## config.mk

```make
export PLATFORM = sky130hd
export DESIGN_NAME = serial_frame_deserializer
export DESIGN_NICKNAME = d
export VERILOG_FILES = /design/src/rtl/serial_frame_deserializer.sv
export SDC_FILE = /design/constraint.sdc
export NUM_CORES = 1
export LEC_CHECK = 0
export ABC_CLOCK_PERIOD_IN_PS = 1600
export BUFFER_PORTS_ARGS = -buffer_cell sky130_fd_sc_hd__buf_4
export CORE_MARGIN = 10
export CORE_UTILIZATION = 45
export DETAILED_ROUTE_END_ITERATION = 8
export PLACE_DENSITY = 0.77
export REMOVE_ABC_BUFFERS = 1
export SYNTH_ARGS = -nofsm -noshare
export SYNTH_HDL_FRONTEND = slang
export SYNTH_SLANG_ARGS = --single-unit
```

## constraint.sdc

```tcl
create_clock -name clock -period 1.6 [get_ports clock]
set_clock_uncertainty 0.05 [all_clocks]
set_input_delay 0.32 -clock clock [delete_from_list [all_inputs] [get_ports clock]]
set_output_delay 0.32 -clock clock [all_outputs]
set_load 0.1 [all_outputs]
```

## src/rtl/serial_frame_deserializer.sv

```systemverilog
// Receive side of the 16-to-1 serializer: rebuilds frames gated by frame_en into
// WIDTH-bit words and hands them to a consumer through a ready/ack handshake.
module serial_frame_deserializer #(
    parameter int WIDTH     = 16,
    parameter bit MSB_FIRST = 1'b1,
    localparam int CW       = $clog2(WIDTH) + 1
) (
    input  logic             clock,
    input  logic             resetn,
    input  logic             frame_en,
    input  logic             serial_in,
    input  logic             ack,
    output logic [WIDTH-1:0] data_out,
    output logic             data_ready,
    output logic             overrun,
    output logic             frame_error,
    output logic [WIDTH-1:0] shift_reg,
    output logic [CW-1:0]    bit_count,
    output logic [1:0]       state
);

    typedef enum logic [1:0] {
        IDLE   = 2'b00,
        RECV   = 2'b01,
        DONE   = 2'b10,
        UNUSED = 2'b11
    } state_t;

    state_t            state_q, state_d;
    logic [WIDTH-1:0]  shift_d, data_d;
    logic [WIDTH-1:0]  shift_next, first_word;
    logic [CW-1:0]     count_d;
    logic              ready_d, overrun_d, error_d, complete;

    assign state = state_q;

    // The first bit of a frame starts from a cleared register so the display shows only this frame.
    assign shift_next = MSB_FIRST ? {shift_reg[WIDTH-2:0], serial_in}
                                  : {serial_in, shift_reg[WIDTH-1:1]};
    assign first_word = MSB_FIRST ? {{(WIDTH-1){1'b0}}, serial_in}
                                  : {serial_in, {(WIDTH-1){1'b0}}};

    always_ff @(posedge clock or negedge resetn) begin
        if (!resetn) begin
            state_q     <= IDLE;
            shift_reg   <= '0;
            bit_count   <= '0;
            data_out    <= '0;
            data_ready  <= 1'b0;
            overrun     <= 1'b0;
            frame_error <= 1'b0;
        end else begin
            state_q     <= state_d;
            shift_reg   <= shift_d;
            bit_count   <= count_d;
            data_out    <= data_d;
            data_ready  <= ready_d;
            overrun     <= overrun_d;
            frame_error <= error_d;
        end
    end

    always_comb begin
        state_d   = state_q;
        shift_d   = shift_reg;
        count_d   = bit_count;
        data_d    = data_out;
        ready_d   = data_ready;
        overrun_d = overrun;
        error_d   = 1'b0;
        complete  = 1'b0;

        case (state_q)
            IDLE: begin
                count_d = '0;
                if (frame_en) begin
                    shift_d = first_word;
                    count_d = CW'(1);
                    state_d = RECV;
                end
            end
            RECV: begin
                if (frame_en) begin
                    shift_d = shift_next;
                    if (bit_count == CW'(WIDTH - 1)) begin
                        complete = 1'b1;
                        data_d   = shift_next;
                        count_d  = '0;
                        state_d  = DONE;
                    end else begin
                        count_d = bit_count + CW'(1);
                    end
                end else begin
                    error_d = 1'b1;
                    shift_d = '0;
                    count_d = '0;
                    state_d = IDLE;
                end
            end
            DONE: begin
                if (!frame_en) begin
                    state_d = IDLE;
                end
            end
            default: state_d = IDLE;
        endcase

        // An ack coinciding with a completed word consumes the old word, so no overrun.
        if (complete) begin
            ready_d   = 1'b1;
            overrun_d = ack ? 1'b0 : (overrun | data_ready);
        end else if (ack) begin
            ready_d   = 1'b0;
            overrun_d = 1'b0;
        end
    end

endmodule

```

==> impl_metrics.py, run 1 <==
metrics = {
    "timing": {
        "final.period_utilization_pct": 96.8,
        "max_slew_margin_pct": 66.6,
        "timing.final.max_slew_violations": 0,
        "min_period_ps": 1550,
        "hold-worst-slack_ps": 132,
        "finalSetupViolCount": 0,
        "hold_violations": 0,
        "tightest_slew_ps": 501,
        "fmax_mhz": 646,
        "rsz0062_at_grt": "no",
    },
    "cells_and_area": {
        "area_growth_syn_to_layout_pct": 32.2,
        "drive_above_1_share_pct": 48.5,
        "nets": 175,
        "layout_commonest_cell": "buf_4",
        "fin_util_pct": 60.8,
        "final_cell_mix": "buf_4, dfrtp_1, a22o_1, mux2_4, mux2_2",
        "n_antenna_cell": 0,
        "fillerInstances": 297,
        "stdcell_count": 217,
    },
    "global_route": {
        "track_usage_pct": 11.7,
        "grt_max_degree": 43,
        "grt_pass1_vias": 1188,
        "grt_pass1_wl_um": 5900,
        "antenna_found_initial": 0,
        "grt_overflow_total": 0,
    },
    "synthesis": {
        "synth_edf_count": 0,
        "synth_top_flop_cell": "dfrtp_1",
        "synth_area_um2": 1660,
        "ys_seq_elements": 42,
        "yosysSeqAreaShare_pct": 63.3,
        "synth_area_per_cell_um2": 15.1,
        "yosys.cell_types.count": 29,
        "synth-async-reset-ratio_pct": 100,
        "synth_cells": 110,
        "yosys_warnings": 0,
    },
    "cts": {
        "clock_latency_ps": 290,
        "cts_buffers": 5,
        "cts-root-buf": "clkbuf_8",
        "cts_sinks": 42,
        "cts.htree.levels": 2,
        "cts_buffer_depth": 2,
        "clk_transition_reported_paths_ps": 70,
        "tritoncts": "done",
    },
    "floorplanning": {
        "die_h_um": 80.7,
        "initial_utilization_pct": 46.0,
        "die_w_um": 80.7,
        "fp.coreArea_um2": 3610,
        "dieArea_um2": 6520,
        "io_pins": 47,
        "rows": 22,
    },
    "job": {
        "cap_violations": 0,
    },
    "critical_path": {
        "end_kind": "flop",
        "critPathKind": "flop to flop",
        "startpoint_type": "flop",
        "cp.required_ps": 1730,
        "max_stage_delay_ps": 360,
        "arrival_ps": 1680,
        "cp_max_fo": 9,
        "path_cells": "ha_1 -> and4b_2 -> and2_4 -> mux2_2",
        "crit_slowest_cell": "dfrtp_1",
    },
    "worst_hold_path": {
        "worst_hold_path_type": "input pin to flop",
    },
    "place": {
        "portBuffers": 46,
        "place_hpwl_um": 2730,
        "place_inst": 208,
        "gp_congestion": 0.798,
    },
    "power": {
        "ir_worst_vdd_v": 0.000445,
        "design_power_total_w": 0.00188,
        "power.leakage_nw": 1.16,
        "power.density_nw_per_um2": 856,
    },
    "detailed_routing": {
        "routed_wl_um": 3790,
        "num_vias": 1164,
        "routed_via_density": 5.36,
        "drt-initial-drc-count": 104,
        "ant_nets": 0,
        "drc_errors": 0,
        "wl_per_cell_um": 17.5,
        "dr.pass1.iters": 4,
    },
    "status": {
        "status": "finished clean",
    },
}
==> metal layers <==
metal	global-route usage, %	vias up	wire length, µm
li1	-	526	-
met1	13.4	592	1560
met2	17.8	40	1780
met3	5.69	6	378
met4	6.23	0	73
met5	0	-	0
==> where the power goes <==
group | switching [W] | leakage [nW] | internal [W]
combinational | 0.000135 | 0.536 | 0.0000441
sequential | 0.00000811 | 0.579 | 0.00107
clock | 0.000327 | 0.0438 | 0.000292
total | 0.000470 | 1.16 | 0.00141
==> path summary, 6_finish.rpt <==
| path | start | to | slack (ps) | cells after the start |
|---|---|---|---|---|
| min in group asynchronous | resetn | data_out[1]$_DFFE_PN0P_ | 480 | 2 |
| max in group asynchronous | resetn | data_out[15]$_DFFE_PN0P_ | 660 | 2 |
| hold / removal | ack | overrun$_DFFE_PN0P_ | 130 | 2 |
| setup reg to reg | bit_count[1]$_DFFE_PN0P_ | data_out[13]$_DFFE_PN0P_ | 50 | 4 |
| setup / recovery | bit_count[1]$_DFFE_PN0P_ | data_out[13]$_DFFE_PN0P_ | 50 | 4 |
| hold reg to reg | data_out[12]$_DFFE_PN0P_ | data_out[12]$_DFFE_PN0P_ | 460 | 1 |
==> per-stage QoR <==
| step | TNS, ps | worst slack (ps) | instance area, µm² |
|---|---|---|---|
| final | 0 | 52.0 | 2190 |
| after floorplan | -21930 | -863 | 1610 |
| after detailed placement | -7.18 | -3.23 | 2090 |
| after global routing | 0 | 3.90 | 2190 |
| after global placement | 0 | 62.2 | 2090 |
| after CTS | 0 | 0.501 | 2180 |
==> synth_stat cells, types with 2 or more instances <==
| cell | number | area share, % |
|---|---|---|
| a21boi_0 | 2 | 0.90 |
| a22o_1 | 18 | 9.5 |
| a31oi_1 | 2 | 0.75 |
| buf_6 | 3 | 2.0 |
| clkbuf_1 | 3 | 0.68 |
| dfrtp_1 | 42 | 63 |
| inv_1 | 2 | 0.45 |
| mux2_2 | 7 | 4.8 |
| mux2_4 | 9 | 8.1 |
| nand3b_1 | 2 | 0.90 |
| nor2_1 | 2 | 0.45 |
==> cells by family (layout without fill, tap and decap cells) <==
kind of cell             Yosys count  in the layout  synth area share (%)
multiplexers                      17             17                  13.5
AND/OR/NAND/NOR                   14             15                  5.51
AO/OA/AOI/OAI                     28             28                  13.7
flip-flops                        42             42                  63.3
adder cells (fa/ha/maj)            1              1                 0.754
buffers and inverters              8             66                  3.17
==> worst max-delay path: cells and delay by family, from the launching register on <==
family,cells,cell delay [ps]
mux,1,360
flops,1,360
fa+ha+maj,1,160
simple gates,2,510
==> area by class of cell <==
class / instances / area (µm²) / area share, %
repair buffers: 57 / 430 / 19.6
well taps: 48 / 60.1 / 2.74
multi-input cells: 61 / 566 / 25.8
clock buffers: 5 / 68.8 / 3.14
inverters: 2 / 7.51 / 0.342
clock inverters: 2 / 10.0 / 0.456
flip-flops and latches: 42 / 1050 / 47.9
==> repair_timing <==
item | 4_1_cts | 5_1_grt
buffers inserted | 0 | 0
resized for setup | 0 | 2
hold buffers | 1 | 0
endpoints found under the hold margin | 42 | 0
endpoints found under the setup margin | 0 | 15
Note: power is estimated with default switching activity, not from simulation.
==> inputs of run 2 (changes only) <==
--- a/config.mk
+++ b/config.mk
@@ -6,11 +6,11 @@
 export NUM_CORES = 1
 export LEC_CHECK = 0
 export ABC_CLOCK_PERIOD_IN_PS = 1600
-export BUFFER_PORTS_ARGS = -buffer_cell sky130_fd_sc_hd__buf_4
 export CORE_MARGIN = 10
 export CORE_UTILIZATION = 45
 export DETAILED_ROUTE_END_ITERATION = 8
-export PLACE_DENSITY = 0.77
+export DONT_BUFFER_PORTS = 1
+export PLACE_DENSITY = 0.66
 export REMOVE_ABC_BUFFERS = 1
 export SYNTH_ARGS = -nofsm -noshare
 export SYNTH_HDL_FRONTEND = slang
==> impl_metrics.py, run 2 (synthesis gave the netlist of run 1 again) <==
metrics = {
    "cts": {
        "cts.htree.levels": 2,
        "cts-root-buf": "clkbuf_8",
        "clk_transition_reported_paths_ps": 80,
        "tritoncts": "done",
        "cts_sinks": 42,
        "postCtsSetupBuffers": 0,
        "clock_latency_ps": 290,
        "cts_buffers": 5,
        "cts_buffer_depth": 2,
    },
    "floorplanning": {
        "initial_utilization_pct": 46.0,
        "dieArea_um2": 6520,
        "rows": 22,
        "fp.coreArea_um2": 3610,
        "die_w_um": 80.7,
        "die_h_um": 80.7,
        "io_pins": 47,
    },
    "global_route": {
        "antenna_found_initial": 0,
        "grt_max_degree": 43,
        "track_usage_pct": 12.7,
        "grt_pass1_vias": 1204,
        "grt_pass1_wl_um": 6450,
        "grt_overflow_total": 0,
    },
    "timing": {
        "setup_tns_ps": 0,
        "tightest_slew_ps": 496,
        "fmax_mhz": 650,
        "finalSetupViolCount": 0,
        "final.period_utilization_pct": 96.2,
        "min_period_ps": 1540,
        "timing.final.max_slew_violations": 0,
        "hold_violations": 0,
        "hold-worst-slack_ps": 40.7,
        "max_slew_margin_pct": 66.9,
    },
    "detailed_routing": {
        "highest_layer": "met4",
        "routed_wl_um": 3980,
        "met2_length_um": 2040,
        "num_vias": 1110,
        "wl_per_cell_um": 19.0,
        "dr.pass1.iters": 4,
        "routed_via_density": 5.31,
        "met3_length_um": 326,
        "met1Wirelength_um": 1600,
        "drt-initial-drc-count": 109,
        "drc_errors": 0,
        "ant_nets": 0,
    },
    "critical_path": {
        "cp_max_fo": 8,
        "cp.required_ps": 1730,
        "crit_slowest_cell": "dfrtp_1",
        "critPathKind": "flop to flop",
        "crit_family": "simple AND/OR/NAND/NOR gates",
        "arrival_ps": 1670,
        "max_stage_delay_ps": 360,
        "path_cells": "ha_1 -> and4b_2 -> and2_4 -> mux2_4",
        "path_buf_inv": 0,
        "startpoint_type": "flop",
        "end_kind": "flop",
    },
    "cells_and_area": {
        "stdcell_count": 209,
        "design_area_um2": 2330,
        "seq_area_um2": 1050,
        "n_antenna_cell": 0,
        "fillerInstances": 281,
        "nets": 166,
        "drive_above_1_share_pct": 45.3,
        "final_cell_mix": "dfrtp_1, buf_4, a22o_1, buf_12, mux2_4",
        "multiInputGateArea_um2": 574,
        "area_growth_syn_to_layout_pct": 40.5,
        "layout_commonest_cell": "dfrtp_1",
    },
    "place": {
        "place_hpwl_um": 2720,
        "gp_congestion": 0.750,
        "place_area_um2": 2170,
        "portBuffers": 0,
        "place_inst": 197,
    },
    "power": {
        "ir_worst_vdd_v": 0.000548,
        "power.leakage_nw": 1.16,
        "design_power_total_w": 0.00206,
        "power.density_nw_per_um2": 884,
    },
    "job": {
        "cap_violations": 0,
    },
    "status": {
        "status": "finished clean",
    },
    "worst_hold_path": {
        "worst_hold_path_type": "input pin to flop",
    },
}
## run 2: where the power goes
| part | internal [W] | total, W | switching [W] |
|---|---|---|---|
| clock | 0.000467 | 0.000812 | 0.000345 |
| sequential | 0.00107 | 0.00108 | 0.00000478 |
| combinational | 0.0000376 | 0.000174 | 0.000136 |
## run 2: final timing paths
kind	slack (ps)	cells after the start	end	startpoint
worst max-delay path	60	4	data_out[1]$_DFFE_PN0P_	bit_count[1]$_DFFE_PN0P_
worst min-delay path	40	1	frame_error$_DFF_PN0_	frame_en
worst max register to register	60	4	data_out[1]$_DFFE_PN0P_	bit_count[1]$_DFFE_PN0P_
worst min register to register	460	1	shift_reg[15]$_DFFE_PN0P_	shift_reg[15]$_DFFE_PN0P_
max in group asynchronous	860	2	overrun$_DFFE_PN0P_	resetn
min in group asynchronous	430	2	data_out[4]$_DFFE_PN0P_	resetn
## run 2: layout make-up
type                            count  share of cell area [%]
Clock buffer                        7                    3.27
Timing Repair Buffer               47                    22.8
Tap cell                           48                    2.58
Sequential cell                    42                    45.1
Inverter                            2                   0.322
Multi-Input combinational cell     62                    24.6
Clock inverter                      1                    1.29
## run 2: through the flow
stage / utilization (%) / setup WS (ps)
after floorplan: - / -863
after global placement: 60.3 / 63.2
after detailed placement: 60.3 / -22.4
after CTS: 64.4 / 5.37
after global routing: 64.6 / -11.6
final: 64.6 / 61.0
## run 2: timing repair
| action | 4_1_cts | 5_1_grt |
|---|---|---|
| pin swaps | 0 | 1 |
| hold buffers | 2 | 0 |
| resized for setup | 2 | 2 |
| gates cloned | 1 | 1 |
| setup endpoints to repair | 8 | 7 |
| endpoints found under the hold margin | 42 | 0 |
## run 2: per-layer routing
| metal | up-vias | global-route usage (%) |
|---|---|---|
| met5 | - | 0 |
| met2 | 36 | 21.4 |
| met4 | 0 | 3.63 |
| met3 | 2 | 5.80 |
| li1 | 504 | - |
| met1 | 568 | 14.1 |
==> inputs of run 3 (changes only) <==
--- a/config.mk
+++ b/config.mk
@@ -8,6 +8,8 @@
 export ABC_CLOCK_PERIOD_IN_PS = 1600
 export CORE_MARGIN = 10
 export CORE_UTILIZATION = 45
+export CTS_BUF_LIST = sky130_fd_sc_hd__clkbuf_16
+export CTS_CLUSTER_SIZE = 14
 export DETAILED_ROUTE_END_ITERATION = 8
 export DONT_BUFFER_PORTS = 1
 export PLACE_DENSITY = 0.66
==> impl_metrics.py, run 3 (synthesis gave the netlist of run 1 again) <==
metrics = {
    "timing": {
        "max_slew_margin_pct": 66.9,
        "rsz0062_at_grt": "yes",
        "tightest_slew_ps": 496,
        "min_period_ps": 1550,
        "finalSetupViolCount": 0,
        "setup_tns_ps": 0,
        "final.period_utilization_pct": 96.6,
        "fmax_mhz": 647,
        "timing.final.max_slew_violations": 0,
        "hold_violations": 0,
    },
    "cts": {
        "cts_buffers": 5,
        "clock_latency_ps": 280,
        "postCtsSetupBuffers": 0,
        "clk_transition_reported_paths_ps": 60,
        "tritoncts": "done",
        "cts_buffer_depth": 2,
        "cts-root-buf": "clkbuf_16",
        "cts.htree.levels": 2,
        "cts_sinks": 42,
    },
    "critical_path": {
        "end_kind": "flop",
        "startpoint_type": "flop",
        "crit_start": "bit_count[1]$_DFFE_PN0P_",
        "crit_cells": 4,
        "crit_family": "simple AND/OR/NAND/NOR gates",
        "r2r-start": "bit_count[1]$_DFFE_PN0P_",
        "critPathKind": "flop to flop",
        "crit_slowest_cell": "dfrtp_1",
        "cp_max_fo": 8,
        "cp.required_ps": 1710,
        "path_cells": "ha_1 -> and4b_2 -> and2_4 -> mux2_4",
        "max_stage_delay_ps": 350,
        "r2r_cells": 4,
        "arrival_ps": 1660,
        "path_buf_inv": 0,
    },
    "place": {
        "place_area_um2": 2170,
        "portBuffers": 0,
        "place_hpwl_um": 2720,
        "gp_congestion": 0.750,
    },
    "floorplanning": {
        "initial_utilization_pct": 46.0,
        "die_h_um": 80.7,
        "io_pins": 47,
        "dieArea_um2": 6520,
        "die_w_um": 80.7,
        "rows": 22,
        "fp.coreArea_um2": 3610,
    },
    "global_route": {
        "grt_pass1_wl_um": 6530,
        "track_usage_pct": 13.1,
        "grt_max_degree": 43,
        "grt_pass1_vias": 1198,
        "antenna_found_initial": 0,
        "grt_overflow_total": 0,
    },
    "worst_hold_path": {
        "worst_hold_path_type": "input pin to flop",
        "min_path_cells": 1,
        "min_from": "frame_en",
    },
    "detailed_routing": {
        "num_vias": 1122,
        "dr.pass1.iters": 4,
        "drt-initial-drc-count": 94,
        "routed_wl_um": 3980,
        "routed_via_density": 5.37,
        "drc_errors": 0,
        "ant_nets": 0,
        "wl_per_cell_um": 19.0,
    },
    "power": {
        "power.leakage_nw": 1.19,
        "power.density_nw_per_um2": 982,
        "ir_worst_vdd_v": 0.000702,
    },
    "cells_and_area": {
        "final_cell_mix": "dfrtp_1, buf_4, a22o_1, buf_12, mux2_4",
        "drive_above_1_share_pct": 45.3,
        "multiInputGateArea_um2": 574,
        "design_area_um2": 2390,
        "fillerInstances": 268,
        "seq_area_um2": 1050,
        "area_growth_syn_to_layout_pct": 43.9,
        "n_antenna_cell": 0,
        "fin_util_pct": 66.2,
        "layout_commonest_cell": "dfrtp_1",
        "nets": 166,
    },
    "job": {
        "cap_violations": 0,
    },
    "status": {
        "status": "finished clean",
    },
}
-- run 3: worst register-to-register path: cells and delay by family (launching register included) --
family	cells	cell delay (ps)
flip-flops	1	350
adder cells (fa/ha/maj)	1	180
multiplexers	1	310
AND/OR/NAND/NOR	2	540
-- run 3: per-stage QoR --
step	hold slack, ps	power [W]	std cells	setup WS, ps
5_1_grt	51.0	0.00244	209	-0.188
3_5_place_dp	-23.9	0.00124	197	-22.4
4_1_cts	52.7	0.00237	208	2.88
6_report	55.5	0.00235	209	53.9
3_3_place_gp	-24.1	0.00124	197	63.2
2_1_floorplan	-25.6	0.00121	104	-863
-- run 3: path summary, 6_finish.rpt --
kind	endpoint	slack (ps)
setup reg to reg	data_out[14]$_DFFE_PN0P_	50
min in group asynchronous	data_out[4]$_DFFE_PN0P_	450
hold / removal	frame_error$_DFF_PN0_	60
max in group asynchronous	overrun$_DFFE_PN0P_	850
hold reg to reg	shift_reg[15]$_DFFE_PN0P_	450
setup / recovery	data_out[14]$_DFFE_PN0P_	50
-- run 3: area by class of cell --
cell class | count | area share, %
Sequential cell | 42 | 44.1
Multi-Input combinational cell | 62 | 24.1
Timing Repair Buffer | 47 | 22.2
Clock buffer | 5 | 5.24
Tap cell | 48 | 2.52
Clock inverter | 3 | 1.57
Inverter | 2 | 0.314
-- run 3: metal layers --
layer / up-vias / part of all wire [%] / GRT usage (%)
li1: 507 / - / -
met1: 572 / 39 / 14.4
met2: 38 / 51 / 21.8
met3: 5 / 8.7 / 6.14
met4: 0 / 1.2 / 4.15
met5: - / 0 / 0
-- run 3: timing repair --
item / CTS / global route
endpoints found under the setup margin: 7 / 8
gates resized for setup: 1 / 3
gates cloned: 1 / 1
hold buffers: 2 / 0
hold endpoints to repair: 42 / 0
pin swaps: 0 / 2
-- run 3: power breakdown --
part	internal [W]	switching [W]	leakage, nW	total, W
logic	0.0000377	0.000136	0.528	0.000173
registers	0.00107	0.00000461	0.578	0.00108
clock network	0.000724	0.000371	0.0864	0.00109
total	0.00183	0.000511	1.19	0.00235
